File: src/rtl/dcache_axi_pkg.sv
// rtl/dcache_axi_pkg.sv - shared types and constants for the dcache AXI write-burst bridge
package dcache_axi_pkg;

    localparam int ADDR_W = 32;
    localparam int DATA_W = 32;
    localparam int STRB_W = 4;
    localparam int LEN_W  = 8;
    localparam int FIFO_W = DATA_W + STRB_W + 1;

    localparam logic [1:0] AXI_BURST_INCR  = 2'b01;
    localparam logic [1:0] AXI_RESP_OKAY   = 2'b00;
    localparam logic [1:0] AXI_RESP_SLVERR = 2'b10;
    localparam logic [1:0] AXI_RESP_DECERR = 2'b11;

    typedef enum logic [1:0] {
        ST_IDLE = 2'd0,
        ST_DATA = 2'd1,
        ST_RESP = 2'd2
    } wb_state_e;

    typedef struct packed {
        logic [DATA_W-1:0] data;
        logic [STRB_W-1:0] strb;
        logic              last;
    } wbeat_t;

endpackage

File: src/rtl/dcache_axi_wfifo.sv
// rtl/dcache_axi_wfifo.sv - two-entry W-beat buffer between the cache port and AXI W
module dcache_axi_wfifo
    import dcache_axi_pkg::*;
(
    input  logic              clk_i,
    input  logic              rst_ni,
    input  logic              push_i,
    input  logic [FIFO_W-1:0] push_data_i,
    input  logic              pop_i,
    output logic [FIFO_W-1:0] pop_data_o,
    output logic              full_o,
    output logic              empty_o
);

    logic [FIFO_W-1:0] entry0_q;
    logic [FIFO_W-1:0] entry1_q;
    logic              wr_ptr_q;
    logic              rd_ptr_q;
    logic [1:0]        count_q;
    logic              push_ok;
    logic              pop_ok;

    assign full_o     = (count_q == 2'd2);
    assign empty_o    = (count_q == 2'd0);
    assign push_ok    = push_i & ~full_o;
    assign pop_ok     = pop_i & ~empty_o;
    assign pop_data_o = rd_ptr_q ? entry1_q : entry0_q;

    always_ff @(posedge clk_i or negedge rst_ni) begin
        if (!rst_ni) begin
            entry0_q <= '0;
            entry1_q <= '0;
            wr_ptr_q <= 1'b0;
            rd_ptr_q <= 1'b0;
            count_q  <= 2'd0;
        end else begin
            if (push_ok) begin
                if (wr_ptr_q) begin
                    entry1_q <= push_data_i;
                end else begin
                    entry0_q <= push_data_i;
                end
                wr_ptr_q <= ~wr_ptr_q;
            end
            if (pop_ok) begin
                rd_ptr_q <= ~rd_ptr_q;
            end
            if (push_ok && !pop_ok) begin
                count_q <= count_q + 2'd1;
            end else if (pop_ok && !push_ok) begin
                count_q <= count_q - 2'd1;
            end
        end
    end

endmodule

File: src/rtl/dcache_axi_wburst.sv
// rtl/dcache_axi_wburst.sv - turns a beat-at-a-time cache write port into one AXI INCR write burst
module dcache_axi_wburst
    import dcache_axi_pkg::*;
(
    input  logic              clk_i,
    input  logic              rst_ni,
    input  logic              inport_valid_i,
    input  logic              inport_write_i,
    input  logic [ADDR_W-1:0] inport_addr_i,
    input  logic [LEN_W-1:0]  inport_len_i,
    input  logic [DATA_W-1:0] inport_wdata_i,
    input  logic [STRB_W-1:0] inport_wstrb_i,
    output logic              inport_accept_o,
    output logic              inport_ack_o,
    output logic              inport_error_o,
    output logic              outport_awvalid_o,
    input  logic              outport_awready_i,
    output logic [ADDR_W-1:0] outport_awaddr_o,
    output logic [LEN_W-1:0]  outport_awlen_o,
    output logic [1:0]        outport_awburst_o,
    output logic              outport_wvalid_o,
    input  logic              outport_wready_i,
    output logic [DATA_W-1:0] outport_wdata_o,
    output logic [STRB_W-1:0] outport_wstrb_o,
    output logic              outport_wlast_o,
    input  logic              outport_bvalid_i,
    input  logic [1:0]        outport_bresp_i,
    output logic              outport_bready_o
);

    wb_state_e         state_q, state_d;
    logic [LEN_W-1:0]  req_cnt_q, req_cnt_d;
    logic [ADDR_W-1:0] addr_q;
    logic [LEN_W-1:0]  len_q;
    logic              aw_pending_q;
    logic              aw_done_q;
    logic              ack_q;
    logic              error_q;

    logic              fifo_full;
    logic              fifo_empty;
    logic [FIFO_W-1:0] fifo_head;
    wbeat_t            push_beat;
    wbeat_t            head_beat;

    logic              accept;
    logic              beat_last;
    logic              first_beat;
    logic              aw_hs;
    logic              w_hs;
    logic              b_hs;
    logic              resp_err;

    // Gated by reset so the port reads as idle while reset is held, even with a beat offered.
    assign accept = rst_ni & inport_valid_i & inport_write_i
                  & (state_q != ST_RESP) & ~fifo_full;

    assign first_beat = accept & (state_q == ST_IDLE);
    assign beat_last  = (state_q == ST_IDLE) ? (inport_len_i == '0) : (req_cnt_q <= 8'd1);

    assign aw_hs    = aw_pending_q & outport_awready_i;
    assign w_hs     = ~fifo_empty & outport_wready_i;
    assign b_hs     = outport_bvalid_i & outport_bready_o;
    assign resp_err = (outport_bresp_i == AXI_RESP_SLVERR) | (outport_bresp_i == AXI_RESP_DECERR);

    assign push_beat = '{data: inport_wdata_i, strb: inport_wstrb_i, last: beat_last};
    assign head_beat = wbeat_t'(fifo_head);

    dcache_axi_wfifo u_wfifo (
        .clk_i       (clk_i),
        .rst_ni      (rst_ni),
        .push_i      (accept),
        .push_data_i (push_beat),
        .pop_i       (w_hs),
        .pop_data_o  (fifo_head),
        .full_o      (fifo_full),
        .empty_o     (fifo_empty)
    );

    always_comb begin
        state_d   = state_q;
        req_cnt_d = req_cnt_q;
        case (state_q)
            ST_IDLE: begin
                if (accept) begin
                    req_cnt_d = inport_len_i;
                    state_d   = (inport_len_i == '0) ? ST_RESP : ST_DATA;
                end
            end
            ST_DATA: begin
                if (accept) begin
                    if (req_cnt_q != '0) begin
                        req_cnt_d = req_cnt_q - 8'd1;
                    end
                    if (req_cnt_q <= 8'd1) begin
                        state_d = ST_RESP;
                    end
                end
            end
            ST_RESP: begin
                if (b_hs) begin
                    state_d = ST_IDLE;
                end
            end
            default: state_d = ST_IDLE;
        endcase
    end

    always_ff @(posedge clk_i or negedge rst_ni) begin
        if (!rst_ni) begin
            state_q      <= ST_IDLE;
            req_cnt_q    <= '0;
            addr_q       <= '0;
            len_q        <= '0;
            aw_pending_q <= 1'b0;
            aw_done_q    <= 1'b0;
            ack_q        <= 1'b0;
            error_q      <= 1'b0;
        end else begin
            state_q   <= state_d;
            req_cnt_q <= req_cnt_d;
            if (first_beat) begin
                addr_q       <= inport_addr_i;
                len_q        <= inport_len_i;
                aw_pending_q <= 1'b1;
            end else if (aw_hs) begin
                aw_pending_q <= 1'b0;
            end
            // Response is only taken once the address phase has completed.
            if (aw_hs) begin
                aw_done_q <= 1'b1;
            end else if (b_hs) begin
                aw_done_q <= 1'b0;
            end
            ack_q   <= b_hs;
            error_q <= b_hs & resp_err;
        end
    end

    assign inport_accept_o   = accept;
    assign inport_ack_o      = ack_q;
    assign inport_error_o    = error_q;
    assign outport_awvalid_o = aw_pending_q;
    assign outport_awaddr_o  = addr_q;
    assign outport_awlen_o   = len_q;
    assign outport_awburst_o = AXI_BURST_INCR;
    assign outport_wvalid_o  = ~fifo_empty;
    assign outport_wdata_o   = head_beat.data;
    assign outport_wstrb_o   = head_beat.strb;
    assign outport_wlast_o   = head_beat.last;
    assign outport_bready_o  = (state_q == ST_RESP) & aw_done_q & fifo_empty;

endmodule

File: config.mk
export PLATFORM = sky130hd
export DESIGN_NAME = dcache_axi_wburst
export DESIGN_NICKNAME = d
export VERILOG_FILES = /design/src/rtl/dcache_axi_pkg.sv /design/src/rtl/dcache_axi_wfifo.sv /design/src/rtl/dcache_axi_wburst.sv
export SDC_FILE = /design/constraint.sdc
export NUM_CORES = 1
export LEC_CHECK = 0
export ABC_AREA = 1
export CORE_MARGIN = 2
export CORE_UTILIZATION = 35
export CTS_BUF_LIST = sky130_fd_sc_hd__clkbuf_4
export DETAILED_ROUTE_END_ITERATION = 6
export DONT_BUFFER_PORTS = 1
export PLACE_DENSITY = 0.58
export SYNTH_ARGS = -nofsm -noshare
export SYNTH_HDL_FRONTEND = slang
export SYNTH_SLANG_ARGS = --single-unit
File: constraint.sdc
create_clock -name clk_i -period 3.8 [get_ports clk_i]
set_clock_uncertainty 0.05 [all_clocks]
set_input_delay 1.14 -clock clk_i [delete_from_list [all_inputs] [get_ports clk_i]]
set_output_delay 1.14 -clock clk_i [all_outputs]
set_load 0.05 [all_outputs]
==> results.toml <==
[global_route]
grt_max_degree = 134
grt_usage = 0.1569
grt_pass1_wl_microns = 22470
met2_usage = 0.2440
grt_overflow = 0
top_usage_layer = "met2"
use_met1 = 0.1946
antenna_found_initial = 1
grt_pass1_vias = 4450
global_route.usage.met3 = 0.07457

[clock_tree]
cts_setup_buffers = 0
cts_made_buffers = 17
clk_latency_ns = 0.53
cts_max_path_buffers = 2
cts_tree = "done"
cts_sinks = 132
cts_resized = 0
clkTransAtPathRegs_ns = 0.12
cts_root_buf = "clkbuf_4"
ctsHtreeMaxLevel = 4
holdBufCountCts = 0

[timing]
holdWs_ns = 0.2391
fmax_mhz = 331.8
period_share = 0.7932
rsz0062_at_grt = "no"
tightest_slew_ns = 0.7506
fin_ws_ns = 0.7859
setup_tns_ns = 0
hold_violations = 0
min_period_ns = 3.014
setup_violations = 0
slew_violations = 0
max-slew-margin-rel = 0.4978

[placed_design]
pre_cts_ws_ns = 0.9128
gp_congestion = 0.7819
dp_hpwl_microns = 9123
port_buffers = 0

[yosys]
netlist_area_sq_um = 6135
synth_area_per_cell_sq_um = 8.369
synth.top_cell.area_share = 0.5384
yosysUniqueCellTypes = 32
synthTopCellsByArea = "dfrtp_1 (54%), nand2_1 (19%), o21ai_0 (4.0%)"
synth-seq-area-share = 0.5384
synth-warning-count = 0
synth_cells = 733
synth_nets = 822
synth-seq-cells = 132
yosysTopAreaCell = "dfrtp_1"

[power]
powerDensity_nw_per_um2 = 1047
leakage_nw = 3.582
power_w = 0.007090
irDropWorstVdd_v = 0.0004936

[critical_path]
critPathLaunch = "u_wfifo.rd_ptr_q"
rr_startpoint = "state_q[1]"
worst_ep_arrival_time_ns = 1.82
ff2ff_setup_slack_ns = 1.77
path_max_fanout = 32
reg2reg_to = "outport_awlen_o[2]"
crit_required_ns = 2.61
cp-end-kind = "primary output"
critical_path_class = "flip-flop to primary output"
crit_end = "outport_wdata_o[30]"
r2r_cells = 7
cp-start-kind = "flip-flop"

[drt]
wl_microns = 13890
ant_nets = 0
drtIter0Drc = 243
drt_drc_violations_left = 0
wl_per_cell_microns = 13.96
vias_per_cell = 4.683
vias = 4660
dr.pass1.iters = 5

[final_layout]
fin_nets = 847
area_delta_synth_final_pct = 10.38
utilization = 0.3929
drive_gt1_frac = 0.1521

[die]
fp-row-count = 48
die_area_sq_um = 18600
die_h_microns = 136.4
die-width_microns = 136.4
start_util = 0.3559
core-area_sq_um = 17240
ioPinCount = 170

[job]
drv_cap = 0

[status]
run_status = "completed"

[hold_path]
hp-class = "primary input to asynchronous set/reset pin"
worst max-delay path, stage by stage, from the launching register on:
cell and delay [ns]:
dfrtp_1 0.39, inv_1 0.28, buf_12 0.24, nand2_1 0.07, nand2_1 0.08, buf_4 0.21
registers in the layout, indices dropped and copies added (netlist names), 2 cells and up:
signal            cells
u_wfifo.entry0_q     37
state_q               2
outport_awaddr_o     32
u_wfifo.entry1_q     37
outport_awlen_o       8
req_cnt_q             8
u_wfifo.count_q       2
stage by stage:
| stage | area (sq um) | std cells |
|---|---|---|
| floorplan | 6135 | 733 |
| global placement | 6518 | 964 |
| detailed placement | 6518 | 964 |
| CTS | 6769 | 994 |
| global route | 6769 | 994 |
| finish | 6771 | 995 |
worst min path at each step:
stage	end	start	slack [ns]	cells past startpoint
after floorplan	u_wfifo.entry0_q[0]	u_wfifo.entry0_q[0]	0.40	2
after global routing	u_wfifo.entry0_q[13]	rst_ni	0.15	0
final	u_wfifo.entry0_q[13]	rst_ni	0.24	0
after detailed placement	u_wfifo.entry1_q[0]	u_wfifo.entry1_q[0]	0.42	2
after CTS	u_wfifo.entry0_q[13]	rst_ni	0.16	0
after global placement	u_wfifo.entry1_q[0]	u_wfifo.entry1_q[0]	0.41	2
cell usage in the layout (no fill, tap or decap), types with 2 or more instances in the layout:
| master | synthesis | layout |
|---|---|---|
| a21oi_1 | 3 | 3 |
| buf_12 | 1 | 3 |
| buf_4 | 3 | 42 |
| bufinv_16 | 0 | 2 |
| clkbuf_4 | 0 | 18 |
| clkinv_1 | 1 | 4 |
| clkinv_2 | 0 | 3 |
| clkinvlp_4 | 0 | 4 |
| conb_1 | 2 | 2 |
| dfrtp_1 | 132 | 132 |
| ha_1 | 4 | 4 |
| inv_1 | 60 | 60 |
| inv_2 | 3 | 3 |
| nand2_1 | 306 | 306 |
| nand2_4 | 5 | 5 |
| nand3_1 | 36 | 36 |
| nand3_2 | 11 | 11 |
| nand4_1 | 3 | 3 |
| nor2_1 | 23 | 23 |
| nor2_2 | 3 | 3 |
| nor3_1 | 2 | 2 |
| o21ai_0 | 49 | 49 |
| o21ai_1 | 23 | 23 |
| o21ai_2 | 20 | 20 |
| xnor2_1 | 2 | 2 |
cells in the mapped netlist (all sizes together):
library cell and instances:
nand2 311, dfrtp 132, o21ai 92, inv 63
nand3 48, buf 33, nor2 26, clkbuf 6
ha 4, a21oi 3, nand4 3, nor3 3
conb 2, xnor2 2, and3 1, clkinv 1
o21bai 1, or2 1, xor2 1
metal layers:
metal  wire length [microns]  vias to the layer above
li1                        -                     2340
met1                    6078                     2144
met2                    6298                      161
met3                    1364                       15
met4                     150                        0
met5                       0                        -
where the power goes:
group          switching, W  internal, W  leakage, nW  total (W)
registers           0.00118      0.00204         1.65    0.00321
clock network      0.000502     0.000379        0.128   0.000881
logic               0.00208     0.000914         1.80    0.00300
total               0.00376      0.00333         3.58    0.00709
layout make-up:
| cell class | count | area, sq um |
|---|---|---|
| diodes | 1 | 2.502 |
| clock buffers | 18 | 135.1 |
| clock inverters | 12 | 116.4 |
| fillers | 1803 | 10470 |
| inverters | 64 | 240.2 |
| multi-input cells | 498 | 2317 |
| flip-flops and latches | 132 | 3303 |
| well taps | 225 | 281.5 |
| repair buffers | 45 | 375.4 |
logic make-up after synthesis:
| group | share of synthesized area |
|---|---|
| other | 0.001224 |
| buffers and inverters | 0.08383 |
| adders and majority gates | 0.008159 |
| DFF | 0.5384 |
| and+or+nand+nor | 0.2731 |
| xor gates and xnor gates | 0.004284 |
| AOI/OAI and AO/OA | 0.09097 |
Note: power is estimated with default switching activity, not from simulation.
